--- config.mk ---
export PLATFORM = sky130hd
export DESIGN_NAME = mem_port_arbiter
export DESIGN_NICKNAME = d
export VERILOG_FILES = /design/src/rtl/mem_port_arbiter.sv
export SDC_FILE = /design/constraint.sdc
export NUM_CORES = 1
export LEC_CHECK = 0
export BUFFER_PORTS_ARGS = -buffer_cell sky130_fd_sc_hd__buf_2
export CAP_MARGIN = 20
export CORE_UTILIZATION = 39
export CTS_BUF_LIST = sky130_fd_sc_hd__clkbuf_8
export DETAILED_ROUTE_END_ITERATION = 6
export MAX_ROUTING_LAYER = met4
export PLACE_DENSITY = 0.86
export SLEW_MARGIN = 10
export SYNTH_ARGS = -nofsm -noshare
export SYNTH_HDL_FRONTEND = slang
export SYNTH_SLANG_ARGS = --single-unit
--- constraint.sdc ---
create_clock -name clk -period 2.1 [get_ports clk]
set_input_delay 0.63 -clock clk [delete_from_list [all_inputs] [get_ports clk]]
set_output_delay 0.63 -clock clk [all_outputs]
set_load 0.02 [all_outputs]
--- src/rtl/mem_port_arbiter.sv ---
// Shares the single unified memory port between instruction fetch and data access (LWD/SWD).
// Optional grant/conflict counters are compiled in with the ARB_STAT_EN macro.
module mem_port_arbiter #(
  parameter int ADDR_W = 16,
  parameter int DATA_W = 16,
  parameter int STAT_W = 16
) (
  input  logic              clk,
  input  logic              reset,
  input  logic              i_req,
  input  logic [ADDR_W-1:0] i_addr,
  input  logic              i_cancel,
  output logic              i_ready,
  output logic [DATA_W-1:0] i_data,
  input  logic              d_read,
  input  logic              d_write,
  input  logic [ADDR_W-1:0] d_addr,
  input  logic [DATA_W-1:0] d_wdata,
  output logic              d_ready,
  output logic [DATA_W-1:0] d_rdata,
  output logic              m_read,
  output logic              m_write,
  output logic [ADDR_W-1:0] m_addr,
  output logic [DATA_W-1:0] m_wdata,
  input  logic              m_ack,
  input  logic [DATA_W-1:0] m_rdata,
`ifdef ARB_STAT_EN
  output logic [STAT_W-1:0] n_i_grant,
  output logic [STAT_W-1:0] n_d_grant,
  output logic [STAT_W-1:0] n_conflict,
`endif
  output logic              busy
);

  // state  | meaning
  // IDLE   | no transaction; grant evaluated each edge, data first
  // D_BUSY | load/store command on the port until m_ack
  // I_BUSY | fetch command on the port until m_ack
  typedef enum logic [1:0] {IDLE, D_BUSY, I_BUSY} state_t;

  state_t state;
  logic   cancel_q;
  logic   d_any;

  assign d_any = d_read | d_write;

  // Responses are combinational on m_ack so the requester sees data in the ack cycle.
  assign d_ready = (state == D_BUSY) && m_ack;
  assign i_ready = (state == I_BUSY) && m_ack && !cancel_q && !i_cancel;
  assign d_rdata = d_ready ? m_rdata : '0;
  assign i_data  = i_ready ? m_rdata : '0;

  always_ff @(posedge clk) begin
    if (reset) begin
      state    <= IDLE;
      m_read   <= 1'b0;
      m_write  <= 1'b0;
      m_addr   <= '0;
      m_wdata  <= '0;
      busy     <= 1'b0;
      cancel_q <= 1'b0;
    end else begin
      case (state)
        IDLE: begin
          if (d_any) begin
            state   <= D_BUSY;
            m_read  <= d_read;
            m_write <= d_write;
            m_addr  <= d_addr;
            m_wdata <= d_wdata;
            busy    <= 1'b1;
          end else if (i_req && !i_cancel) begin
            state    <= I_BUSY;
            m_read   <= 1'b1;
            m_write  <= 1'b0;
            m_addr   <= i_addr;
            busy     <= 1'b1;
            cancel_q <= 1'b0;
          end
        end
        D_BUSY: begin
          if (m_ack) begin
            state   <= IDLE;
            m_read  <= 1'b0;
            m_write <= 1'b0;
            busy    <= 1'b0;
          end
        end
        I_BUSY: begin
          // A flush never aborts memory; it only suppresses the response.
          if (m_ack) begin
            state    <= IDLE;
            m_read   <= 1'b0;
            busy     <= 1'b0;
            cancel_q <= 1'b0;
          end else if (i_cancel) begin
            cancel_q <= 1'b1;
          end
        end
        default: begin
          state    <= IDLE;
          m_read   <= 1'b0;
          m_write  <= 1'b0;
          busy     <= 1'b0;
          cancel_q <= 1'b0;
        end
      endcase
    end
  end

`ifdef ARB_STAT_EN
  localparam logic [STAT_W-1:0] STAT_ONE = 1;

  // Fetch grants are counted at delivery so cancelled fetches are excluded.
  always_ff @(posedge clk) begin
    if (reset) begin
      n_i_grant  <= '0;
      n_d_grant  <= '0;
      n_conflict <= '0;
    end else begin
      if (i_ready && (n_i_grant != '1))
        n_i_grant <= n_i_grant + STAT_ONE;
      if ((state == IDLE) && d_any && (n_d_grant != '1))
        n_d_grant <= n_d_grant + STAT_ONE;
      if ((state == IDLE) && d_any && i_req && (n_conflict != '1))
        n_conflict <= n_conflict + STAT_ONE;
    end
  end
`else
  // Counters compiled out; STAT_W stays so instantiations do not depend on the build.
  if (STAT_W < 1) begin : g_stat_w_unused
  end
`endif

endmodule

==> results_dict.tcl <==
set metrics [dict create \
    clock_latency_ps 280 \
    syn_nets 343 \
    min_period_ps 2150 \
    hold_end "m_addr[1]" \
    yosys.area.top_type_share_pct 35.3 \
    yosys.area.top_type "dfxtp_1" \
    ant_nets 0 \
    ys_types 34 \
    yosysWarnings 0 \
    finalPower_uw 2120 \
    synth-seq-cells 38 \
    final_net_count 480 \
    cp_data_arrival_time_ps 1520 \
    area_growth_pct 52.0 \
    rows 26 \
    seqPwrFrac_pct 39.5 \
    wl_per_cell_um 13.6 \
    rsz0062_at_grt "yes" \
    die_area_um2 5820 \
    hold_buffers 0 \
    fin_skew_ps 6.90 \
    slew_headroom_pct 62.0 \
    p_sw_share_pct 32.0 \
    r2r_start "state[0]" \
    layout_setup_ws_ps -49.2 \
    cts_sinks 38 \
    antenna_found_initial 0 \
    synth_area_leaders "dfxtp_1 35%, a2111oi_0 6.5%, nand2_1 5.9%, o21a_1 5.9%, a211oi_1 5.6%" \
    synth_edf_count 0 \
    hold_viol_final 0 \
    cts_buffers 5 \
    pre_cts_slack_ps -25.1 \
    fp.coreArea_um2 5200 \
    intPower_uw 1440 \
    drt_iter0_drc 68 \
    drv_cap 0 \
    grt-ovfl-total 0 \
    firstDrtPassIters 4 \
    async_reset_ff_share_pct 0 \
    violations "setup timing" \
    endpoint_kind "output port" \
    crit_path_max_fanout 8 \
    pwr-share-comb_pct 30.8 \
    startpoint_type "flop" \
    cts_buffer_depth 2 \
    synth.avg_cell_area_um2 8.03 \
    first_global_vias 2370 \
    start_util_pct 41.3 \
    drive_above_1_share_pct 46.7 \
    track_usage_pct 23.2 \
    fin_crit_sh_pct 102 \
    h-tree-depth 2 \
    reg2reg_slack_ps 390 \
    hold_slack_ps 452 \
    whs_path_depth 2 \
    ys.flop_type "dfxtp_1" \
    fmax_mhz 465 \
    crit_required_ps 1470 \
    syn_area_um2 2150 \
    drv_slew 0 \
    cts-root-buf "clkbuf_8" \
    r2r_end "m_addr[15]" \
    fin_util_pct 62.8 \
    ios 140 \
    syn_inst 268 \
    grt_start_max_net_pins 29 \
    grt_first_pass_wirelength_um 10900 \
    power_density_nw_per_um2 649 \
    worstMarginPinSlew_ps 570 \
    path_clk_slew_ps 80 \
    vdd_drop_max_v 0.000423 \
    dieWidth_um 76.3 \
    reg2regPathDepth 6 \
    hpwlAfterDp_um 4630 \
    seq_area_frac_synth_pct 35.3 \
    stdcell_area_um2 3270 \
    io_buffers 139 \
    drc_errors 0 \
    via_count 2499 \
    clockPowerShare_pct 29.7 \
    worstHoldStart "m_addr[1]" \
    outcome "finished with violations" \
    path_class "reg -> out" \
    setup_viol 16 \
    diodes 0 \
    die_y_um 76.3 \
    totalWireLength_um 6460 \
    via_per_inst 5.26 \
    hp-class "reg -> reg" \
    routabilityCongestion 0.787 \
    cts_tree "done" \
    p_leak_uw 0.00161 \
    power_switching_uw 679 \
    placed_cell_area_um2 2960 \
]
==> worst max-delay path by stage <==
stage | from | to | slack (ps) | cells past startpoint
6_report | state[0] | i_data[12] | -50 | 6
5_1_grt | state[0] | i_data[12] | -110 | 6
4_1_cts | state[0] | i_data[14] | -60 | 6
3_5_place_dp | i_cancel | i_data[6] | -30 | 5
3_3_place_gp | i_cancel | i_data[3] | 5 | 5
2_1_floorplan | i_cancel | i_data[10] | 30 | 3
==> state kept, by name (all words and copies together), names as in the netlist <==
signal and flops:
busy 1, cancel_q 1, m_addr 16, m_read 1
m_wdata 16, m_write 1, state 2
==> logic make-up after synthesis <==
kind of cell | Yosys count | share of synthesized area (%)
AND/OR/NAND/NOR | 99 | 26.1
AO/OA/AOI/OAI | 77 | 25.8
buffers and inverters | 48 | 9.54
flip-flops | 38 | 35.3
adder cells (fa/ha/maj) | 4 | 2.33
multiplexers | 2 | 0.930
==> synthesized netlist by cell type (2+ instances only) <==
cell,count
nor3b_1,16
a21oi_1,18
o21a_1,17
clkbuf_1,13
o21ai_0,2
a31oi_1,2
and3_1,16
nor2_1,2
ha_1,4
dfxtp_1,38
nand2b_1,5
nor2b_1,3
nand2_1,34
mux2i_1,2
a2111oi_0,16
inv_1,21
buf_2,11
a211oi_1,16
and2_1,17
==> final cells by class <==
cell class,instances,area [um2]
Fill cell,447,1930
Multi-Input combinational cell,182,1270
Timing Repair Buffer,157,960
Sequential cell,38,766
Tap cell,70,87.6
Clock buffer,6,82.6
Inverter,21,78.8
Clock inverter,1,30.0
==> placed cells by master, fill, tap and decap left out, types with 2 or more instances in the layout <==
master	synthesis	final
a2111oi_0	16	16
a211oi_1	16	16
a21oi_1	18	18
a31oi_1	2	2
and2_4	0	16
and3_1	16	16
buf_12	0	2
buf_2	11	123
buf_4	1	15
buf_6	1	17
clkbuf_8	0	6
dfxtp_1	38	36
ha_1	4	2
ha_4	0	2
inv_1	21	20
mux2i_1	2	2
nand2_1	34	34
nand2b_1	5	5
nor2_1	2	2
nor2b_1	3	3
nor3b_1	16	16
o21a_1	17	17
o21ai_0	2	2
==> power groups by stage <==
stage                     logic, uW  clock network, uW  registers (uW)
after floorplan                 304                  0             948
after global routing            715                671             848
after CTS                       649                646             839
after global placement          622                  0             853
after detailed placement        636                  0             853
final                           653                631             840
==> per-layer routing <==
layer  wire length (um)  GRT usage [%]
met5                  0              -
met4                 88           6.35
met3                451           4.91
met2               3280           42.8
met1               2640           24.8
==> per-stage QoR <==
step	cells	setup TNS [ps]
5_1_grt	475	-1660
4_1_cts	474	-877
3_5_place_dp	465	-251
2_1_floorplan	268	0
3_3_place_gp	465	0
6_report	475	-580
==> worst max-delay path: stages, from the launching register on <==
cell,delay [ps]
dfxtp_2,330
inv_2,70
ha_4,130
nor4bb_4,240
buf_4,210
and2_4,140
buf_6,110
==> repair_timing <==
action	4_1_cts	5_1_grt
buffers inserted	1	1
gates resized for setup	54	5
setup endpoints to repair	34	34
endpoints found under the hold margin	0	0
pin swaps	14	4
cloned	1	0
Power figures use the tool's default switching activity.
